--- config.mk ---
export PLATFORM = sky130hd
export DESIGN_NAME = fetch_redirect_ctrl_flat
export DESIGN_NICKNAME = d
export VERILOG_FILES = /design/src/rtl/fetch_redirect_ctrl_pkg.sv /design/src/rtl/fetch_redirect_ctrl_if.sv /design/src/rtl/fetch_redirect_ctrl_load_use_detect.sv /design/src/rtl/fetch_redirect_ctrl.sv /design/src/flat_wrapper.sv
export SDC_FILE = /design/constraint.sdc
export NUM_CORES = 1
export LEC_CHECK = 0
export CAP_MARGIN = 30
export CORE_MARGIN = 2
export CORE_UTILIZATION = 28
export CTS_BUF_LIST = sky130_fd_sc_hd__clkbuf_4
export CTS_CLUSTER_DIAMETER = 100
export DETAILED_ROUTE_END_ITERATION = 10
export REMOVE_ABC_BUFFERS = 1
export SLEW_MARGIN = 20
export SYNTH_ARGS = -nofsm -noshare
export SYNTH_HDL_FRONTEND = slang
export SYNTH_SLANG_ARGS = --single-unit
--- constraint.sdc ---
create_clock -name clock -period 6 [get_ports clock]
set_clock_uncertainty 0.15 [all_clocks]
set_input_delay 1.5 -clock clock [delete_from_list [all_inputs] [get_ports clock]]
set_output_delay 1.5 -clock clock [all_outputs]
set_load 0.05 [all_outputs]
--- src/rtl/fetch_redirect_ctrl_pkg.sv ---
// rtl/fetch_redirect_ctrl_pkg.sv - shared widths, FSM states and constants for fetch redirect control
package fetch_redirect_ctrl_pkg;

    localparam int DEF_ADDR_W = 20;
    localparam int DEF_REG_W  = 4;
    localparam int ZERO_REG   = 0;
    localparam int BUB_W      = 3;

    typedef enum logic [1:0] {
        RUN       = 2'd0,
        HAZ_STALL = 2'd1,
        SHADOW    = 2'd2
    } state_e;

endpackage

--- src/rtl/fetch_redirect_ctrl_if.sv ---
// rtl/fetch_redirect_ctrl_if.sv - ID/EX status in, fetch control and statistics out
interface fetch_redirect_ctrl_if
    import fetch_redirect_ctrl_pkg::*;
#(
    parameter int ADDR_W = DEF_ADDR_W,
    parameter int REG_W  = DEF_REG_W,
    parameter int CNT_W  = 16
);

    logic              id_valid;
    logic              id_is_jump;
    logic [ADDR_W-1:0] id_jump_target;
    logic [REG_W-1:0]  id_rs_a;
    logic [REG_W-1:0]  id_rs_b;
    logic              id_uses_a;
    logic              id_uses_b;
    logic              ex_valid;
    logic              ex_is_load;
    logic [REG_W-1:0]  ex_rd;
    logic              ex_is_branch;
    logic              ex_branch_taken;
    logic [ADDR_W-1:0] ex_branch_target;

    logic              stall;
    logic              jumpEnable;
    logic [ADDR_W-1:0] jumpAddress;
    logic              flush_if_id;
    logic              flush_id_ex;
    logic [CNT_W-1:0]  redirect_count;
    logic [CNT_W-1:0]  stall_count;

    modport master (
        output id_valid, id_is_jump, id_jump_target, id_rs_a, id_rs_b, id_uses_a, id_uses_b,
        output ex_valid, ex_is_load, ex_rd, ex_is_branch, ex_branch_taken, ex_branch_target,
        input  stall, jumpEnable, jumpAddress, flush_if_id, flush_id_ex,
        input  redirect_count, stall_count
    );

    modport slave (
        input  id_valid, id_is_jump, id_jump_target, id_rs_a, id_rs_b, id_uses_a, id_uses_b,
        input  ex_valid, ex_is_load, ex_rd, ex_is_branch, ex_branch_taken, ex_branch_target,
        output stall, jumpEnable, jumpAddress, flush_if_id, flush_id_ex,
        output redirect_count, stall_count
    );

endinterface

--- src/rtl/fetch_redirect_ctrl_load_use_detect.sv ---
// rtl/fetch_redirect_ctrl_load_use_detect.sv - combinational load-use hazard comparator
module load_use_detect
    import fetch_redirect_ctrl_pkg::*;
#(
    parameter int REG_W = DEF_REG_W
) (
    input  logic             ex_valid,
    input  logic             ex_is_load,
    input  logic [REG_W-1:0] ex_rd,
    input  logic [REG_W-1:0] id_rs_a,
    input  logic [REG_W-1:0] id_rs_b,
    input  logic             id_uses_a,
    input  logic             id_uses_b,
    output logic             hazard
);

    logic load_writes;
    logic match_a;
    logic match_b;

    // The zero register is hardwired, so a load targeting it never produces data to wait for.
    always_comb begin
        load_writes = ex_valid && ex_is_load && (ex_rd != REG_W'(ZERO_REG));
        match_a     = id_uses_a && (id_rs_a == ex_rd);
        match_b     = id_uses_b && (id_rs_b == ex_rd);
        hazard      = load_writes && (match_a || match_b);
    end

endmodule

--- src/rtl/fetch_redirect_ctrl.sv ---
// rtl/fetch_redirect_ctrl.sv - fetch stall/redirect/flush decision FSM with saturating event counters
module fetch_redirect_ctrl
    import fetch_redirect_ctrl_pkg::*;
#(
    parameter int ADDR_W            = DEF_ADDR_W,
    parameter int REG_W             = DEF_REG_W,
    parameter int LOAD_STALL_CYCLES = 1,
    parameter int CNT_W             = 16
) (
    input  logic                 clock,
    input  logic                 reset,
    fetch_redirect_ctrl_if.slave bus
);

    localparam logic [BUB_W-1:0] LOAD_BUBBLES = BUB_W'(LOAD_STALL_CYCLES - 1);

    state_e            state_q, state_d;
    logic [BUB_W-1:0]  bub_q, bub_d;
    logic [CNT_W-1:0]  redirect_count_q, redirect_count_d;
    logic [CNT_W-1:0]  stall_count_q, stall_count_d;

    logic              br;
    logic              jp;
    logic              lu;
    logic              stall;
    logic              jump_en;
    logic [ADDR_W-1:0] jump_addr;
    logic              flush_if_id;
    logic              flush_id_ex;

    assign br = bus.ex_valid && bus.ex_is_branch && bus.ex_branch_taken;
    assign jp = bus.id_valid && bus.id_is_jump;

    load_use_detect #(.REG_W(REG_W)) u_load_use_detect (
        .ex_valid   (bus.ex_valid),
        .ex_is_load (bus.ex_is_load),
        .ex_rd      (bus.ex_rd),
        .id_rs_a    (bus.id_rs_a),
        .id_rs_b    (bus.id_rs_b),
        .id_uses_a  (bus.id_uses_a),
        .id_uses_b  (bus.id_uses_b),
        .hazard     (lu)
    );

    // Fetch consumes these at the same edge, so every decision is purely combinational.
    always_comb begin
        state_d     = state_q;
        bub_d       = bub_q;
        stall       = 1'b0;
        jump_en     = 1'b0;
        jump_addr   = '0;
        flush_if_id = 1'b0;
        flush_id_ex = 1'b0;
        if (!reset) begin
            if (br) begin
                jump_en     = 1'b1;
                jump_addr   = bus.ex_branch_target;
                flush_if_id = 1'b1;
                flush_id_ex = 1'b1;
                state_d     = SHADOW;
            end else if (jp && (state_q != SHADOW)) begin
                jump_en     = 1'b1;
                jump_addr   = bus.id_jump_target;
                flush_if_id = 1'b1;
                state_d     = SHADOW;
            end else if (lu && (state_q == RUN)) begin
                stall       = 1'b1;
                flush_id_ex = 1'b1;
                bub_d       = LOAD_BUBBLES;
                state_d     = (LOAD_BUBBLES != '0) ? HAZ_STALL : RUN;
            end else if (state_q == HAZ_STALL) begin
                // bub_q counts the stall cycles still owed, this one included.
                stall       = 1'b1;
                flush_id_ex = 1'b1;
                bub_d       = (bub_q != '0) ? bub_q - BUB_W'(1) : '0;
                state_d     = (bub_d == '0) ? RUN : HAZ_STALL;
            end else begin
                state_d     = RUN;
            end
        end
    end

    always_comb begin
        redirect_count_d = redirect_count_q;
        stall_count_d    = stall_count_q;
        if (jump_en && (redirect_count_q != '1)) begin
            redirect_count_d = redirect_count_q + CNT_W'(1);
        end
        if (stall && (stall_count_q != '1)) begin
            stall_count_d = stall_count_q + CNT_W'(1);
        end
    end

    always_ff @(posedge clock) begin
        if (reset) begin
            state_q          <= RUN;
            bub_q            <= '0;
            redirect_count_q <= '0;
            stall_count_q    <= '0;
        end else begin
            state_q          <= state_d;
            bub_q            <= bub_d;
            redirect_count_q <= redirect_count_d;
            stall_count_q    <= stall_count_d;
        end
    end

    assign bus.stall          = stall;
    assign bus.jumpEnable     = jump_en;
    assign bus.jumpAddress    = jump_addr;
    assign bus.flush_if_id    = flush_if_id;
    assign bus.flush_id_ex    = flush_id_ex;
    assign bus.redirect_count = redirect_count_q;
    assign bus.stall_count    = stall_count_q;

endmodule

--- src/flat_wrapper.sv ---
// flat-port wrapper written by rule: the top's interface ports become plain ports
module fetch_redirect_ctrl_flat import fetch_redirect_ctrl_pkg::*;
#(
    parameter int ADDR_W            = DEF_ADDR_W,
    parameter int REG_W             = DEF_REG_W,
    parameter int LOAD_STALL_CYCLES = 1,
    parameter int CNT_W             = 16
)
  (clock, reset, bus_id_valid, bus_id_is_jump, bus_id_jump_target, bus_id_rs_a, bus_id_rs_b, bus_id_uses_a, bus_id_uses_b, bus_ex_valid, bus_ex_is_load, bus_ex_rd, bus_ex_is_branch, bus_ex_branch_taken, bus_ex_branch_target, bus_stall, bus_jumpEnable, bus_jumpAddress, bus_flush_if_id, bus_flush_id_ex, bus_redirect_count, bus_stall_count);
  fetch_redirect_ctrl_if #(.ADDR_W(ADDR_W), .REG_W(REG_W), .CNT_W(CNT_W)) bus_i ();
  input  logic clock;
  input  logic reset;
  input wire logic [$bits(bus_i.id_valid)-1:0] bus_id_valid;
  input wire logic [$bits(bus_i.id_is_jump)-1:0] bus_id_is_jump;
  input wire logic [$bits(bus_i.id_jump_target)-1:0] bus_id_jump_target;
  input wire logic [$bits(bus_i.id_rs_a)-1:0] bus_id_rs_a;
  input wire logic [$bits(bus_i.id_rs_b)-1:0] bus_id_rs_b;
  input wire logic [$bits(bus_i.id_uses_a)-1:0] bus_id_uses_a;
  input wire logic [$bits(bus_i.id_uses_b)-1:0] bus_id_uses_b;
  input wire logic [$bits(bus_i.ex_valid)-1:0] bus_ex_valid;
  input wire logic [$bits(bus_i.ex_is_load)-1:0] bus_ex_is_load;
  input wire logic [$bits(bus_i.ex_rd)-1:0] bus_ex_rd;
  input wire logic [$bits(bus_i.ex_is_branch)-1:0] bus_ex_is_branch;
  input wire logic [$bits(bus_i.ex_branch_taken)-1:0] bus_ex_branch_taken;
  input wire logic [$bits(bus_i.ex_branch_target)-1:0] bus_ex_branch_target;
  output wire logic [$bits(bus_i.stall)-1:0] bus_stall;
  output wire logic [$bits(bus_i.jumpEnable)-1:0] bus_jumpEnable;
  output wire logic [$bits(bus_i.jumpAddress)-1:0] bus_jumpAddress;
  output wire logic [$bits(bus_i.flush_if_id)-1:0] bus_flush_if_id;
  output wire logic [$bits(bus_i.flush_id_ex)-1:0] bus_flush_id_ex;
  output wire logic [$bits(bus_i.redirect_count)-1:0] bus_redirect_count;
  output wire logic [$bits(bus_i.stall_count)-1:0] bus_stall_count;
  assign bus_i.id_valid = bus_id_valid;
  assign bus_i.id_is_jump = bus_id_is_jump;
  assign bus_i.id_jump_target = bus_id_jump_target;
  assign bus_i.id_rs_a = bus_id_rs_a;
  assign bus_i.id_rs_b = bus_id_rs_b;
  assign bus_i.id_uses_a = bus_id_uses_a;
  assign bus_i.id_uses_b = bus_id_uses_b;
  assign bus_i.ex_valid = bus_ex_valid;
  assign bus_i.ex_is_load = bus_ex_is_load;
  assign bus_i.ex_rd = bus_ex_rd;
  assign bus_i.ex_is_branch = bus_ex_is_branch;
  assign bus_i.ex_branch_taken = bus_ex_branch_taken;
  assign bus_i.ex_branch_target = bus_ex_branch_target;
  assign bus_stall = bus_i.stall;
  assign bus_jumpEnable = bus_i.jumpEnable;
  assign bus_jumpAddress = bus_i.jumpAddress;
  assign bus_flush_if_id = bus_i.flush_if_id;
  assign bus_flush_id_ex = bus_i.flush_id_ex;
  assign bus_redirect_count = bus_i.redirect_count;
  assign bus_stall_count = bus_i.stall_count;
  fetch_redirect_ctrl #(.ADDR_W(ADDR_W), .REG_W(REG_W), .LOAD_STALL_CYCLES(LOAD_STALL_CYCLES), .CNT_W(CNT_W)) u_core (.clock(clock), .reset(reset), .bus(bus_i));
endmodule
* Word level (Yosys, flattened, before mapping)
Index checks and enable logic that the tools add are counted.
Cells by class: multipliers 0, shifts and indexed selects 0, equality and inequality tests 6, divide/modulo/power cells 0, reductions and logical operators 20, add/subtract/negate cells 3, multiplexer cells 21, bitwise gates (word level) 3, magnitude comparators 0
Operators by type and width (number):
- $mux 20 | 3
- $add 16x1->16 const B | 2
- $ne 16x16->1 const B | 2
- $logic_and 1x1->1 | 12
- $mux 1 | 11
- $mux 3 | 3
- $eq 4x4->1 | 2
- $mux 2 | 4
- $reduce_or 5->1 | 1
- $reduce_bool 4->1 | 1
- $logic_not 3->1 | 1
- $not 1->1 | 3
- $reduce_and 3->1 | 1
- $reduce_bool 3->1 | 1
- $sub 3x1->3 const B | 1
- $eq 2x1->1 const B | 1
- $logic_not 2->1 | 1
- $ne 2x2->1 const B | 1
- $reduce_bool 2->1 | 1
- $logic_or 1x1->1 | 1
Storage, ports and cells: word-level logic and storage cells 58, input port bits 62, memories 0, bits in latches 0, register bits 37, output and inout bits 56, memory bits (read-only) 0, bits in writable memories 0

* Depth between registers and ports, before layout
word-level depth 10, gate-level depth with buffers 8

* Modules after synthesis
A second synthesis with hierarchy kept.
Unflattened totals: cells, all modules 315, area total of the unflattened synthesis 2394.8 sq um
Modules (own cells, without submodules):
- fetch_redirect_ctrl | area an instance 2287.2 sq um, instances 1, seq. area each 740.7 sq um, cells each 300
- load_use_detect | area an instance 107.6 sq um, instances 1, seq. area each 0.0 sq um, cells each 15

* Worst setup path after synthesis
Ideal clock, no wire load.
path kind input to output, from input bus_ex_valid, to output bus_flush_id_ex, stages 5, arrival 2984 ps, slack 1366 ps, buffers on the path 0, data required time 4350 ps, cell sequence and4bb_1 > nand4_1 > o22ai_2 > o21ai_0 > a31oi_1
Between the ends: longest elaborated chain between the ends 8
Ends and longest elaborated chain:
- from (decl) | RTL line flat_wrapper.sv:20 | input wire logic [$bits(bus_i.ex_valid)-1:0] bus_ex_valid;
- $logic_and 1x1->1 (2 in series) | RTL line fetch_redirect_ctrl_load_use_detect.sv:23 | load_writes = ex_valid && ex_is_load && (ex_rd != REG_W'(ZERO_REG));
- $logic_and 1x1->1 | RTL line fetch_redirect_ctrl_load_use_detect.sv:26 | hazard = load_writes && (match_a || match_b);
- $logic_and 1x1->1 | RTL line fetch_redirect_ctrl.sv:66 | end else if (lu && (state_q == RUN)) begin
- $mux 1 | RTL line fetch_redirect_ctrl.sv:66
- $mux 1 | RTL line fetch_redirect_ctrl.sv:61 | end else if (jp && (state_q != SHADOW)) begin
- $mux 1 (*) | RTL line fetch_redirect_ctrl.sv:55 | if (br) begin
- $mux 1 (*) | RTL line fetch_redirect_ctrl.sv:54 | if (!reset) begin
- to (decl) | RTL line flat_wrapper.sv:30 | output wire logic [$bits(bus_i.flush_id_ex)-1:0] bus_flush_id_ex;
Mark *: on every way between the ends. The rest lies on a longest branch, timed or not.

* Worst setup path after layout
from input bus_ex_rd[0], to output bus_stall
Between the ends: longest elaborated chain between the ends 9
Ends and longest elaborated chain:
- from (decl) | RTL line flat_wrapper.sv:22 | input wire logic [$bits(bus_i.ex_rd)-1:0] bus_ex_rd;
- $eq 4x4->1 (on tied branches) | RTL line fetch_redirect_ctrl_load_use_detect.sv:24, fetch_redirect_ctrl_load_use_detect.sv:25
- $logic_and 1x1->1 (on tied branches) | RTL line fetch_redirect_ctrl_load_use_detect.sv:24, fetch_redirect_ctrl_load_use_detect.sv:25
- $logic_or 1x1->1 | RTL line fetch_redirect_ctrl_load_use_detect.sv:26
- $logic_and 1x1->1 (*) | RTL line fetch_redirect_ctrl_load_use_detect.sv:26
- $logic_and 1x1->1 (*) | RTL line fetch_redirect_ctrl.sv:66
- $mux 1 (*) | RTL line fetch_redirect_ctrl.sv:66
- $mux 1 (*) | RTL line fetch_redirect_ctrl.sv:61
- $mux 1 (*) | RTL line fetch_redirect_ctrl.sv:55
- $mux 1 (*) | RTL line fetch_redirect_ctrl.sv:54
- to (decl) | RTL line flat_wrapper.sv:26 | output wire logic [$bits(bus_i.stall)-1:0] bus_stall;
Marked as above.

==> results.yml <==
outcome:
  status: "finished clean"
timing:
  holdWs_ps: 352.6
  drv_slew: 0
  rsz0062_at_grt: "false"
  tightestPinTransition_ps: 783.7
  setup-violations-final: 0
  finalHoldViolCount: 0
  fmax_ghz: 0.1943
  setup_tns_ps: 0
  fin_crit_ps: 5147
  min_period_over_period_pct: 85.79
  slew_headroom_pct: 47.62
placement:
  gp_congestion: 0.7488
  place_area_um2: 3726
  port_buffers: 117
  hpwl_um: 5851
clocking:
  cts_tree: "done"
  cts.path.max_buffers: 2
  cts_resized: 0
  cts-root-buf: "clkbuf_4"
  cts_setup_buffers: 0
  ctsHoldBuffers: 0
  cts.clk_slew.worst_paths_ps: 120
  cts_sinks: 37
  cts_made_buffers: 5
  clk_latency_ps: 350
  cts_max_level: 2
yosys:
  synth_area_leaders: "dfxtp_1 32%, nand2_1 9.9%, a21oi_1 6.4%, xor2_1 5.0%, nor2_1 4.3%"
  syn_area_um2: 2282
  synth_edf_count: 0
  ys_seq_elements: 37
  synth_warnings: 0
  synthCells: 303
  synth_top_area_share_pct: 32.46
  yosysSeqAreaShare_pct: 32.46
  synth_top_area_cell: "dfxtp_1"
  synthArstFlopShare_pct: 0
  synth_cell_types: 48
  synth_flop_cell: "dfxtp_1"
  avgSynthCellArea_um2: 7.532
run:
  drv_cap: 0
cells_and_area:
  drive_gt1_share_pct: 11.08
  final_common_cell: "clkdlybuf4s50_1"
  final_cell_mix: "93 x clkdlybuf4s50_1, 60 x nand2_1, 37 x dfxtp_1"
  final_util_pct: 49.04
  area_growth_pct: 67.76
  antennaDiodeCount: 0
  final_nets: 480
  design_area_um2: 3829
critical_path:
  start_kind: "input pin"
  slowest_stage: "or4_1"
  cp_cell_sequence: "clkdlybuf4s50_1, or4_1, nand4_1, o22ai_2, o21ai_1, nor2_1, buf_12"
  worst-path-buf-inv: 2
  critPathMaxStageDelay_ps: 580
  worstPathMaxFanout: 6
  cp_top_family: "simple AND/OR/NAND/NOR gates"
  criticalPathCategory: "in -> out"
  worstPathRequired_ps: 4350
  end_kind: "output pin"
  cp.arrival_ps: 3500
route:
  via_per_inst: 5.017
  dr.first_iter.drc_count: 94
  ant_nets: 0
  drc_errors: 0
  wl_per_cell_um: 14.88
  vias: 2594
  wl_um: 7691
  first_pass_iters: 4
floorplan:
  core_um2: 7807
  io_pins: 118
  die-area_um2: 8889
  die_y_um: 94.28
  row_count: 32
  die_w_um: 94.28
  start_util_pct: 29.23
global_route:
  overflow: 0
  grt_pass1_wl_um: 11790
  grt_use_total_pct: 16.72
  grt_max_degree: 40
  grt_pass1_vias: 2349
  antenna_found_initial: 0
pwr:
  power.density_nw_per_um2: 157.3
  p_leak_nw: 1.394
  peakVddDrop_uv: 79.21
worst_hold_path:
  hp-class: "reg -> reg"
## flip-flops by register name (all words and copies together) (netlist names)
| name | flops |
|---|---|
| u_core.bub_q | 3 |
| u_core.bus.redirect_count | 16 |
| u_core.bus.stall_count | 16 |
| u_core.state_q | 2 |
## worst register-to-register path, stage by stage (launching register included)
cell and delay [ps]:
dfxtp_1 370, ha_1 230, nand3_1 130, nor4_2 90, a21oi_1 410, nand3_1 210
or4_1 430, a21oi_1 130
## per-stage QoR
| stage | total power, W | instances | worst slack, ps |
|---|---|---|---|
| 2_1_floorplan | 0.0003081 | 288 | 1005 |
| 3_3_place_gp | 0.0003898 | 509 | 826.5 |
| 3_5_place_dp | 0.0003916 | 509 | 839.9 |
| 4_1_cts | 0.0006092 | 517 | 833.9 |
| 5_1_grt | 0.0006265 | 517 | 668.9 |
| 6_report | 0.0006022 | 517 | 852.9 |
## routing by layer
layer | wire [um] | part of all wire (%) | up-vias | GRT usage [%]
met5 | 0 | 0 | - | 0
met4 | 84 | 1.1 | 0 | 4.710
met3 | 732 | 9.5 | 7 | 4.254
met2 | 3556 | 46 | 94 | 28.93
met1 | 3317 | 43 | 1198 | 20.43
li1 | - | - | 1295 | -
## synthesized netlist by cell type (all sizes together), types with 2 or more instances
| library cell | count |
|---|---|
| or4 | 3 |
| and2 | 2 |
| clkbuf | 9 |
| and4 | 3 |
| o21a | 3 |
| and3 | 5 |
| inv | 7 |
| dfxtp | 37 |
| or3 | 6 |
| o21ai | 14 |
| mux2 | 4 |
| nor4 | 4 |
| a211oi | 2 |
| a21oi | 29 |
| nor2b | 4 |
| nand3 | 16 |
| xnor2 | 10 |
| buf | 6 |
| ha | 4 |
| nand4 | 14 |
| nor3 | 4 |
| o31ai | 3 |
| nand2 | 60 |
| xor2 | 13 |
| nor2 | 27 |
## logic make-up after synthesis
group	share of synthesized area [%]
adders and majority gates	2.193
muxes	1.974
and+or+nand+nor	32.89
AOI/OAI and AO/OA	17.33
DFF	32.46
xor gates and xnor gates	8.827
buffers and inverters	4.331
## final timing paths
kind	from	to	slack, ps	depth (start not counted)
max reg2reg	u_core.bus.stall_count[0]	u_core.bus.stall_count[4]	3780	7
max	bus_ex_rd[0]	bus_stall	850	7
min	u_core.bus.stall_count[9]	u_core.bus.stall_count[9]	350	2
min reg2reg	u_core.bus.stall_count[9]	u_core.bus.stall_count[9]	350	2
## layout make-up
class,instances,area (um2)
multi-input combinational,244,1443
timing repair buffer,119,1389
clock buffer,5,37.54
tap,102,127.6
clock inverter,3,65.06
sequential,37,740.7
inverter,7,26.28
fill,752,3979
## report_power, final
group / internal (W) / switching, W / total [W]
sequential: 0.000247 / 0.00000169 / 0.000249
clock: 0.000129 / 0.0000882 / 0.000217
combinational: 0.0000692 / 0.0000671 / 0.000136
Power figures use the tool's default switching activity.
